## src/rtl/veririsc_pkg.sv

```systemverilog
// Shared VeriRISC encodings: controller phases, opcodes and sequencer states.
// Imported by the sequencer, its IR and the controller decode.
package veririsc_pkg;

    // Controller phases, one per clock of an instruction
    localparam logic [2:0] INST_ADDR  = 3'b000;
    localparam logic [2:0] INST_FETCH = 3'b001;
    localparam logic [2:0] INST_LOAD  = 3'b010;
    localparam logic [2:0] IDLE       = 3'b011;
    localparam logic [2:0] OP_ADDR    = 3'b100;
    localparam logic [2:0] OP_FETCH   = 3'b101;
    localparam logic [2:0] ALU_OP     = 3'b110;
    localparam logic [2:0] STORE      = 3'b111;

    // Instruction opcodes
    localparam logic [2:0] HLT = 3'b000;
    localparam logic [2:0] SKZ = 3'b001;
    localparam logic [2:0] ADD = 3'b010;
    localparam logic [2:0] AND = 3'b011;
    localparam logic [2:0] XOR = 3'b100;
    localparam logic [2:0] LDA = 3'b101;
    localparam logic [2:0] STO = 3'b110;
    localparam logic [2:0] JMP = 3'b111;

    // Sequencer state encoding
    localparam logic [1:0] ST_PARKED = 2'b00;
    localparam logic [1:0] ST_RUN    = 2'b01;
    localparam logic [1:0] ST_HALTED = 2'b10;

    // Phase advance wraps naturally at STORE
    function automatic logic [2:0] phase_inc(input logic [2:0] ph);
        return ph + 3'd1;
    endfunction

endpackage

```

## src/rtl/veririsc_sequencer_if.sv

```systemverilog
// Controller/bus side of the sequencer: strobes and instruction in,
// phase, IR fields and the datapath enable out.
interface veririsc_sequencer_if #(
    parameter int IW = 8,
    parameter int AW = 5
) ();
    logic          mem_rdy;
    logic          rd;
    logic          halt;
    logic          ld_ir;
    logic [IW-1:0] instr_in;
    logic [2:0]    phase;
    logic [2:0]    opcode;
    logic [AW-1:0] ir_addr;
    logic          cpu_en;

    modport master (
        output mem_rdy, rd, halt, ld_ir, instr_in,
        input  phase, opcode, ir_addr, cpu_en
    );

    modport slave (
        input  mem_rdy, rd, halt, ld_ir, instr_in,
        output phase, opcode, ir_addr, cpu_en
    );
endinterface

```

## src/rtl/veririsc_ir.sv

```systemverilog
// Instruction register with load enable and synchronous clear; splits the
// stored word into opcode (top three bits) and operand address fields.
module veririsc_ir #(
    parameter int IW = 8,
    parameter int AW = 5
) (
    input  logic          clk,
    input  logic          srst,
    input  logic          load,
    input  logic [IW-1:0] d,
    output logic [2:0]    opcode,
    output logic [AW-1:0] addr
);

    logic [IW-1:0] ir_reg;

    always_ff @(posedge clk) begin
        if (srst)
            ir_reg <= '0;
        else if (load)
            ir_reg <= d;
    end

    assign opcode = ir_reg[IW-1 -: 3];

    generate
        for (genvar gi = 0; gi < AW; gi++) begin : g_addr
            assign addr[gi] = ir_reg[gi];
        end
    endgenerate

endmodule

```

## src/rtl/veririsc_sequencer.sv

```systemverilog
// VeriRISC phase sequencer: run/step control, halt freeze/resume, memory
// wait-state stalls and the datapath load enable.
module veririsc_sequencer
    import veririsc_pkg::*;
#(
    parameter int IW = 8,
    parameter int AW = 5
) (
    input  logic                 clk,
    input  logic                 rst,
    input  logic                 run_mode,
    input  logic                 step,
    input  logic                 resume,
    veririsc_sequencer_if.slave  bus,
    output logic                 halted,
    output logic                 busy
);

    logic [1:0] state_reg, state_next;
    logic [2:0] phase_reg, phase_next;
    logic       in_run;
    logic       stall;
    logic       cpu_en;

    assign in_run = (state_reg == ST_RUN);
    // A read in flight without data holds the whole datapath
    assign stall  = in_run && bus.rd && !bus.mem_rdy;
    assign cpu_en = in_run && !stall;

    always_comb begin
        state_next = state_reg;
        phase_next = phase_reg;
        case (state_reg)
            ST_PARKED: begin
                phase_next = INST_ADDR;
                if (run_mode || step)
                    state_next = ST_RUN;
            end
            ST_RUN: begin
                if (cpu_en) begin
                    if (phase_reg == OP_ADDR && bus.halt) begin
                        state_next = ST_HALTED;
                    end else if (phase_reg == STORE) begin
                        phase_next = INST_ADDR;
                        // Mode is only consulted at instruction boundaries
                        if (!run_mode)
                            state_next = ST_PARKED;
                    end else begin
                        phase_next = phase_inc(phase_reg);
                    end
                end
            end
            ST_HALTED: begin
                phase_next = OP_ADDR;
                if (resume) begin
                    state_next = ST_RUN;
                    phase_next = OP_FETCH;
                end
            end
            default: begin
                state_next = ST_PARKED;
                phase_next = INST_ADDR;
            end
        endcase
    end

    always_ff @(posedge clk) begin
        if (rst) begin
            state_reg <= ST_PARKED;
            phase_reg <= INST_ADDR;
        end else begin
            state_reg <= state_next;
            phase_reg <= phase_next;
        end
    end

    veririsc_ir #(
        .IW (IW),
        .AW (AW)
    ) u_ir (
        .clk    (clk),
        .srst   (rst),
        .load   (bus.ld_ir && cpu_en),
        .d      (bus.instr_in),
        .opcode (bus.opcode),
        .addr   (bus.ir_addr)
    );

    assign bus.phase  = phase_reg;
    assign bus.cpu_en = cpu_en;
    assign halted     = (state_reg == ST_HALTED);
    assign busy       = in_run;

endmodule

```

## src/flat_wrapper.sv

```systemverilog
// flat-port wrapper written by rule: the top's interface ports become plain ports
module veririsc_sequencer_flat import veririsc_pkg::*;
#(
    parameter int IW = 8,
    parameter int AW = 5
)
  (clk, rst, run_mode, step, resume, halted, busy, bus_mem_rdy, bus_rd, bus_halt, bus_ld_ir, bus_instr_in, bus_phase, bus_opcode, bus_ir_addr, bus_cpu_en);
  veririsc_sequencer_if #(.IW(IW), .AW(AW)) bus_i ();
  input  logic clk;
  input  logic rst;
  input  logic run_mode;
  input  logic step;
  input  logic resume;
  output logic halted;
  output logic busy;
  input wire logic [$bits(bus_i.mem_rdy)-1:0] bus_mem_rdy;
  input wire logic [$bits(bus_i.rd)-1:0] bus_rd;
  input wire logic [$bits(bus_i.halt)-1:0] bus_halt;
  input wire logic [$bits(bus_i.ld_ir)-1:0] bus_ld_ir;
  input wire logic [$bits(bus_i.instr_in)-1:0] bus_instr_in;
  output wire logic [$bits(bus_i.phase)-1:0] bus_phase;
  output wire logic [$bits(bus_i.opcode)-1:0] bus_opcode;
  output wire logic [$bits(bus_i.ir_addr)-1:0] bus_ir_addr;
  output wire logic [$bits(bus_i.cpu_en)-1:0] bus_cpu_en;
  assign bus_i.mem_rdy = bus_mem_rdy;
  assign bus_i.rd = bus_rd;
  assign bus_i.halt = bus_halt;
  assign bus_i.ld_ir = bus_ld_ir;
  assign bus_i.instr_in = bus_instr_in;
  assign bus_phase = bus_i.phase;
  assign bus_opcode = bus_i.opcode;
  assign bus_ir_addr = bus_i.ir_addr;
  assign bus_cpu_en = bus_i.cpu_en;
  veririsc_sequencer #(.IW(IW), .AW(AW)) u_core (.clk(clk), .rst(rst), .run_mode(run_mode), .step(step), .resume(resume), .bus(bus_i), .halted(halted), .busy(busy));
endmodule
```

## config.mk

```make
export PLATFORM = sky130hd
export DESIGN_NAME = veririsc_sequencer_flat
export DESIGN_NICKNAME = d
export VERILOG_FILES = /design/src/rtl/veririsc_pkg.sv /design/src/rtl/veririsc_sequencer_if.sv /design/src/rtl/veririsc_ir.sv /design/src/rtl/veririsc_sequencer.sv /design/src/flat_wrapper.sv
export SDC_FILE = /design/constraint.sdc
export NUM_CORES = 1
export LEC_CHECK = 0
export BUFFER_PORTS_ARGS = -buffer_cell sky130_fd_sc_hd__buf_2
export CAP_MARGIN = 20
export CORE_MARGIN = 3
export CORE_UTILIZATION = 47
export CTS_BUF_LIST = sky130_fd_sc_hd__clkbuf_8
export DETAILED_ROUTE_END_ITERATION = 8
export HOLD_SLACK_MARGIN = 0.1
export PLACE_DENSITY = 0.77
export SLEW_MARGIN = 20
export SYNTH_ARGS = -nofsm -noshare
export SYNTH_HDL_FRONTEND = slang
export SYNTH_SLANG_ARGS = --single-unit
```

## constraint.sdc

```tcl
create_clock -name clk -period 1.85 [get_ports clk]
set_clock_uncertainty 0.2 [all_clocks]
set_input_delay 0.0925 -clock clk [delete_from_list [all_inputs] [get_ports clk]]
set_output_delay 0.0925 -clock clk [all_outputs]
set_load 0.01 [all_outputs]
```

==> flow_metrics.tcl, run 1 <==
set metrics [dict create \
    outcome "completed" \
    end_kind "flop" \
    clockBufferDepth 2 \
    synthArstFlopShare_pct 0 \
    grt_max_degree 15 \
    path_delay_family "flip-flops" \
    clock_insertion_delay_worst_skew_ns 0.25 \
    path_max_fanout 4 \
    ys_seq_area_share_pct 37.4 \
    layout_common_cells "buf_2, dfxtp_1, mux2i_1, nor2_1, dlygate4sd3_1" \
    finalWirelength_um 1600 \
    num_vias 639 \
    cts_tree "done" \
    yosysTopAreaCellShare_pct 37.4 \
    period_needed_ns 1.63 \
    grt_pass1_wl_um 2650 \
    grtUsageTotal_pct 18.6 \
    drive_above_1_share_pct 35.1 \
    fin_crit_sh_pct 88.3 \
    setup_viol_count_final 0 \
    ys_seq_elements 13 \
    power_density_mw_per_mm2 905 \
    drc 0 \
    first_pass_iters 3 \
    htreeDepth 1 \
    rows 13 \
    power.leakage_nw 0.540 \
    vias_per_cell 4.95 \
    slowest_delay_ns 0.36 \
    largest_reg_flops 8 \
    root_buffer "clkbuf_8" \
    final_cell_area_mm2 0.00100 \
    power_mw 0.908 \
    fin_nets 139 \
    ioPinCount 31 \
    crit_chain "inv_1, ha_1, and3_1, o21ai_2, mux2i_1, nor2_1" \
    die_area_mm2 0.00198 \
    fin_cells 129 \
    hpwl_um 1120 \
    clkTransAtPathRegs_ns 0.06 \
    tightestPinTransition_ns 0.278 \
    antenna_left 0 \
    diodes 0 \
    vdd_drop_max_uv 688 \
    ys.flop_type "dfxtp_1" \
    syn_inst 72 \
    multi_input_area_um2 407 \
    synth.distinct_cells 22 \
    grt_remaining_overflow 0 \
    start_util_pct 51.5 \
    synth_edf_count 0 \
    arrival_ns 1.55 \
    max_cap_violations 0 \
    io_buffers 30 \
    syn_avg_cell_area_um2 9.66 \
    hold_viol_final 0 \
    grt_antenna_before_repair 0 \
    yosysTopAreaCell "dfxtp_1" \
    placed_area_um2 856 \
    path_buf_inv 1 \
    rsz0062_at_grt "false" \
    yosys-top-cells-area "dfxtp_1, mux2i_1, ha_1" \
    crit_required_ns 1.77 \
    drv_slew 0 \
    synth-warning-count 0 \
    worstSetupStartpointType "flop" \
    wl_per_cell_um 12.4 \
    area_growth_pct 44.2 \
    drtIter0Drc 5 \
    hp-class "primary input to flop" \
    max_freq_mhz 612 \
    syn_nets 96 \
    postCtsSetupBuffers 0 \
    gp_congestion 0.741 \
    core_area_mm2 0.00135 \
    mostFrequentLayoutCell "buf_2" \
    fp.dieH_um 44.5 \
    fillers 106 \
    grt_pass1_vias 619 \
    register_area_um2 260 \
    crit_type "flop to flop" \
    cts_sinks 13 \
    final.setup.tns_ns 0 \
    cts_made_buffers 3 \
    syn_area_um2 696 \
    slew_headroom_pct 81.4 \
    dp_cells 115 \
    crit_slowest_cell "dfxtp_1" \
    fp.dieW_um 44.5 \
]
path summary, 6_finish.rpt:
path                              start               endpoint  slack [ns]  depth (start not counted)
setup / recovery    u_core.bus.phase[0]    u_core.bus.phase[2]        0.22                          6
hold / removal                 run_mode    u_core.state_reg[0]        0.13                          4
setup reg to reg    u_core.bus.phase[0]    u_core.bus.phase[2]        0.22                          6
hold reg to reg   u_core.u_ir.ir_reg[2]  u_core.u_ir.ir_reg[2]        0.29                          2
stage by stage:
step                util [%]  worst slack, ns  hold slack (ns)
floorplan                  -            0.266          -0.0380
global placement        63.4            0.201            0.123
detailed placement      63.4            0.146            0.131
CTS                     74.1            0.137            0.128
global route            74.3            0.105            0.187
finish                  74.3            0.217            0.130
kinds of logic after synthesis:
kind of cell / count (synthesis) / synth area share [%]
multiplexers: 12 / 17.3
AO/OA/AOI/OAI: 8 / 8.99
AND/OR/NAND/NOR: 24 / 19.2
buffers and inverters: 8 / 4.49
adder cells (fa/ha/maj): 7 / 12.6
flip-flops: 13 / 37.4
synth_stat cells (2+ instances only):
cell	count
nor2_1	11
nand3_1	2
o21ai_0	2
a21oi_1	2
ha_1	7
inv_1	6
nand2b_1	3
mux2i_1	12
o21ai_2	2
dfxtp_1	13
layout make-up:
class	instances	share of cell area, %
clock buffer	3	4.11
clock inverter	1	0.374
inverter	6	2.24
multi-input combinational	51	40.5
sequential	13	25.9
tap	15	1.87
timing repair buffer	40	24.9
tightest hold or removal path: stages:
cell and delay (ns):
buf_2 0.08, o21ai_0 0.08, o21ai_2 0.17, mux2i_1 0.09
routing by layer:
layer  vias up  global-route usage [%]  wire length (µm)
met2        24                    31.5               799
met3         2                    5.28               120
met1       289                    21.1               663
met5         -                       0                 0
li1        324                       -                 -
met4         0                    9.04                17
repair_timing:
action / 4_1_cts / 5_1_grt
gates resized for setup: 0 / 1
hold buffers: 10 / 0
hold endpoints to repair: 13 / 0
endpoints found under the setup margin: 0 / 2
where the power goes:
| part | leakage (nW) | internal [mW] | switching, mW |
|---|---|---|---|
| sequential | 0.106 | 0.313 | 0.0233 |
| combinational | 0.408 | 0.162 | 0.163 |
| clock | 0.0269 | 0.146 | 0.100 |
| total | 0.540 | 0.621 | 0.287 |
(Power assumes the default switching activity.)
==> run 2: changes to the inputs <==
--- a/config.mk
+++ b/config.mk
@@ -7,7 +7,7 @@
 export LEC_CHECK = 0
 export BUFFER_PORTS_ARGS = -buffer_cell sky130_fd_sc_hd__buf_2
 export CAP_MARGIN = 20
-export CORE_MARGIN = 3
+export CORE_MARGIN = 2
 export CORE_UTILIZATION = 47
 export CTS_BUF_LIST = sky130_fd_sc_hd__clkbuf_8
 export DETAILED_ROUTE_END_ITERATION = 8
==> run 2 against run 1 <==
Net effect: critical endpoint is now u_core.state_reg[1]; critical path depth down 1; die area down 8.8%; sequential share of layout area did not move; worst setup slack improved by 0.038 ns; largest power group unchanged; via count is the same.
==> flow_metrics.tcl, run 2 (same netlist as run 1, synthesis figures left out) <==
set metrics [dict create \
    outcome "completed" \
    setup_viol_count_final 0 \
    slowest_delay_ns 0.38 \
    io_buffers 30 \
    final_cell_area_mm2 0.00100 \
    r2r-start "u_core.state_reg[0]" \
    arrival_ns 1.52 \
    hold_end "u_core.state_reg[0]" \
    fillers 113 \
    hold_viol_final 0 \
    cts_made_buffers 3 \
    drtIter0Drc 1 \
    min_from "run_mode" \
    grtUsageTotal_pct 19.5 \
    grt_max_degree 15 \
    max_cap_violations 0 \
    final.setup.tns_ns 0 \
    cts_sinks 13 \
    ioPinCount 31 \
    hpwl_um 1140 \
    drv_slew 0 \
    vdd_drop_max_uv 790 \
    worstSetupStartpointType "flop" \
    area_growth_pct 44.2 \
    rsz0062_at_grt "false" \
    path_max_fanout 5 \
    power.leakage_nw 0.540 \
    largest_reg_flops 8 \
    slew_headroom_pct 82.6 \
    crit_required_ns 1.77 \
    drc 0 \
    grt_pass1_wl_um 2690 \
    drive_above_1_share_pct 35.1 \
    power_mw 0.899 \
    fp.dieH_um 42.5 \
    fin_crit_sh_pct 86.2 \
    grt_pass1_vias 665 \
    crit_slowest_cell "dfxtp_1" \
    worst-r2r-cell-count 5 \
    root_buffer "clkbuf_8" \
    antenna_left 0 \
    mostFrequentLayoutCell "buf_2" \
    path_buf_inv 1 \
    die_area_mm2 0.00180 \
    fp.dieW_um 42.5 \
    power_density_mw_per_mm2 896 \
    placed_area_um2 856 \
    hold_depth 4 \
    clock_insertion_delay_worst_skew_ns 0.24 \
    grt_antenna_before_repair 0 \
    r2r_setup_slack_ns 0.25 \
    period_needed_ns 1.60 \
    vias_per_cell 4.95 \
    crit_chain "inv_1, ha_1, a221oi_2, o21ai_2, mux2i_1" \
    grt_remaining_overflow 0 \
    core_area_mm2 0.00133 \
    tightestPinTransition_ns 0.260 \
    max_freq_mhz 627 \
    rows 13 \
    end_kind "flop" \
    wl_per_cell_um 11.6 \
    clkTransAtPathRegs_ns 0.05 \
    first_pass_iters 3 \
    gp_congestion 0.780 \
    crit_type "flop to flop" \
    path_delay_family "compound AO/OA/AOI/OAI gates" \
    cts_tree "done" \
    fin_nets 139 \
    htreeDepth 1 \
    postCtsSetupBuffers 0 \
    diodes 0 \
    start_util_pct 52.2 \
    layout_common_cells "buf_2, dfxtp_1, mux2i_1, nor2_1, dlygate4sd3_1" \
    num_vias 639 \
    clockBufferDepth 2 \
    finalWirelength_um 1490 \
    reg2reg_to "u_core.state_reg[1]" \
    hp-class "primary input to flop" \
]
[run 2: worst max-delay path by stage]
stage	start	endpoint	slack, ns	cells after the start
2_1_floorplan	u_core.state_reg[1]	u_core.state_reg[0]	0.27	6
3_3_place_gp	u_core.state_reg[1]	u_core.u_ir.ir_reg[1]	0.21	5
3_5_place_dp	u_core.state_reg[1]	u_core.u_ir.ir_reg[5]	0.15	5
4_1_cts	u_core.state_reg[1]	u_core.u_ir.ir_reg[5]	0.14	5
5_1_grt	u_core.bus.phase[0]	u_core.bus.phase[1]	0.12	6
6_report	u_core.state_reg[0]	u_core.state_reg[1]	0.25	5
[run 2: layout make-up]
type / count / area [µm²] / area share (%)
timing repair buffer: 40 / 250 / 24.9
sequential: 13 / 260 / 25.9
multi-input combinational: 51 / 407 / 40.5
tap: 15 / 18.8 / 1.87
inverter: 6 / 22.5 / 2.24
clock inverter: 1 / 3.75 / 0.374
clock buffer: 3 / 41.3 / 4.11
[run 2: where the power goes]
part	internal [mW]	switching [mW]	leakage (nW)	total, mW
combinational	0.162	0.160	0.408	0.322
sequential	0.313	0.0235	0.106	0.336
clock	0.146	0.0949	0.0269	0.241
[run 2: worst min-delay path, delay by kind of cell]
family | cells | cell delay (ns)
compound gates | 2 | 0.26
mux | 1 | 0.07
buf+inv | 1 | 0.08
[run 2: what timing repair did]
action / 4_1_cts / 5_1_grt
setup endpoints to repair: 0 / 1
gates resized for setup: 0 / 1
endpoints found under the hold margin: 13 / 0
hold buffers: 10 / 0
[run 2: routing by layer]
layer  vias to the layer above  track usage, %  routed length [µm]
li1                        330               -                   -
met1                       281            22.8                 673
met2                        24            33.5                 694
met3                         4            5.17                  95
met4                         0            7.50                  31
met5                         -               0                   0
[run 2: metrics by stage]
stage | setup slack, ns | util (%) | hold slack (ns) | cells
floorplan | 0.266 | - | -0.0380 | 72
finish | 0.255 | 75.2 | 0.129 | 129
CTS | 0.135 | 75.0 | 0.135 | 129
global placement | 0.206 | 64.2 | 0.124 | 115
detailed placement | 0.147 | 64.2 | 0.141 | 115
global route | 0.123 | 75.2 | 0.177 | 129
==> run 3: changes to the inputs <==
--- a/config.mk
+++ b/config.mk
@@ -7,10 +7,12 @@
 export LEC_CHECK = 0
 export BUFFER_PORTS_ARGS = -buffer_cell sky130_fd_sc_hd__buf_2
 export CAP_MARGIN = 20
+export CORE_ASPECT_RATIO = 0.9
 export CORE_MARGIN = 2
 export CORE_UTILIZATION = 47
 export CTS_BUF_LIST = sky130_fd_sc_hd__clkbuf_8
 export DETAILED_ROUTE_END_ITERATION = 8
+export GPL_TIMING_DRIVEN = 0
 export HOLD_SLACK_MARGIN = 0.1
 export PLACE_DENSITY = 0.77
 export SLEW_MARGIN = 20
==> run 3 against run 2 <==
Net effect: die area barely moved; utilization shrank 3.9 points; worst setup slack got worse by 0.062 ns; count of clock-buffer cells in the layout unchanged; register-to-register slack got worse by 0.06 ns; global-route usage decreased by 1.3 points; power barely moved; cell count up 1.6%; sequential cell count is the same; non-clock buffer count increased by 2.
==> flow_metrics.tcl, run 3 (same netlist as run 1, synthesis figures left out) <==
set metrics [dict create \
    clockBufferDepth 2 \
    cts_tree "done" \
    grtUsageTotal_pct 18.2 \
    antenna_left 0 \
    slew_headroom_pct 72.5 \
    hp-class "primary input to flop" \
    clock_insertion_delay_worst_skew_ns 0.24 \
    setup_viol_count_final 0 \
    outcome "completed" \
    grt_pass1_wl_um 2260 \
    clkTransAtPathRegs_ns 0.05 \
    power.leakage_nw 0.547 \
    power_density_mw_per_mm2 891 \
    grt_antenna_before_repair 0 \
    r2r_setup_slack_ns 0.19 \
    crit_type "flop to flop" \
    start_util_pct 49.2 \
    max_freq_mhz 604 \
    first_pass_iters 4 \
    fin_nets 141 \
    fp.dieW_um 44.6 \
    num_vias 647 \
    fin_cells 131 \
    vdd_drop_max_uv 481 \
    dp_cells 117 \
    cts-resized-gates 0 \
    max_cap_violations 0 \
    holdWs_ns 0.120 \
    cts_sinks 13 \
    diodes 0 \
    hpwl_um 1080 \
    ioPinCount 31 \
    htreeDepth 1 \
    io_buffers 30 \
    grt_max_degree 11 \
    fp.dieH_um 40.5 \
    die_area_mm2 0.00180 \
    area_growth_pct 45.1 \
    power_mw 0.899 \
    arrival_ns 1.58 \
    largest_reg_flops 8 \
    root_buffer "clkbuf_8" \
    final.setup.tns_ns 0 \
    drive_above_1_share_pct 34.5 \
    mostFrequentLayoutCell "buf_2" \
    period_needed_ns 1.66 \
    drc 0 \
    fin_crit_sh_pct 89.6 \
    gp_congestion 0.722 \
    drv_slew 0 \
    worstSetupStartpointType "flop" \
    finalWirelength_um 1470 \
    wl_per_cell_um 11.2 \
    crit_required_ns 1.77 \
    grt_pass1_vias 562 \
    end_kind "flop" \
    rows 13 \
    cts_made_buffers 3 \
    path_max_fanout 9 \
    grt_remaining_overflow 0 \
    vias_per_cell 4.94 \
    layout_common_cells "buf_2, dfxtp_1, mux2i_1, nor2_1, dlygate4sd3_1" \
    hold_viol_final 0 \
    core_area_mm2 0.00142 \
    tightestPinTransition_ns 0.413 \
    rsz0062_at_grt "false" \
    drtIter0Drc 8 \
]
==> run 3: layer usage <==
layer  up-vias  share of wire (%)  global-route usage [%]
met5         -                  0                       0
met4         0               0.75                    11.4
met3         2                7.6                    4.05
met2        26                 49                    29.7
met1       287                 43                    21.9
li1        332                  -                       -
==> run 3: stage by stage <==
step	setup WS (ns)	util [%]	cell area, µm²
2_1_floorplan	0.266	-	696
3_3_place_gp	0.233	61.1	865
3_5_place_dp	0.184	61.1	865
4_1_cts	0.184	71.4	1010
5_1_grt	0.0538	71.4	1010
6_report	0.193	71.4	1010
==> run 3: critical path, cell delays in order, from the launching register on <==
cell and delay [ns]:
dfxtp_1 0.39, inv_1 0.08, ha_1 0.19, buf_2 0.18, a221oi_2 0.26, o21ai_2 0.11, mux2i_1 0.13
==> run 3: path summary, 6_finish.rpt <==
kind,start,end,cells past startpoint
worst min-delay path,run_mode,u_core.state_reg[0],4
worst min register to register,u_core.u_ir.ir_reg[1],u_core.u_ir.ir_reg[1],2
worst max register to register,u_core.state_reg[1],u_core.state_reg[1],6
worst max-delay path,u_core.state_reg[1],u_core.state_reg[1],6
==> run 3: cell type report <==
cell class | instances | area (µm²)
Inverter | 6 | 22.5
Sequential cell | 13 | 260
Clock inverter | 1 | 3.75
Fill cell | 107 | 405
Tap cell | 15 | 18.8
Clock buffer | 3 | 41.3
Timing Repair Buffer | 40 | 250
Multi-Input combinational cell | 51 | 404
Buffer | 2 | 8.76
==> run 3: repair_timing <==
item / CTS / global route
hold buffers: 10 / 0
endpoints found under the hold margin: 11 / 0
setup buffers: 0 / 0
endpoints found under the setup margin: 0 / 0
==> run 3: where the power goes <==
| part | switching [mW] | leakage [nW] | total (mW) | internal (mW) |
|---|---|---|---|---|
| combinational | 0.157 | 0.415 | 0.317 | 0.160 |
| clock | 0.0993 | 0.0269 | 0.246 | 0.146 |
| sequential | 0.0238 | 0.106 | 0.336 | 0.312 |
| total | 0.280 | 0.547 | 0.899 | 0.619 |
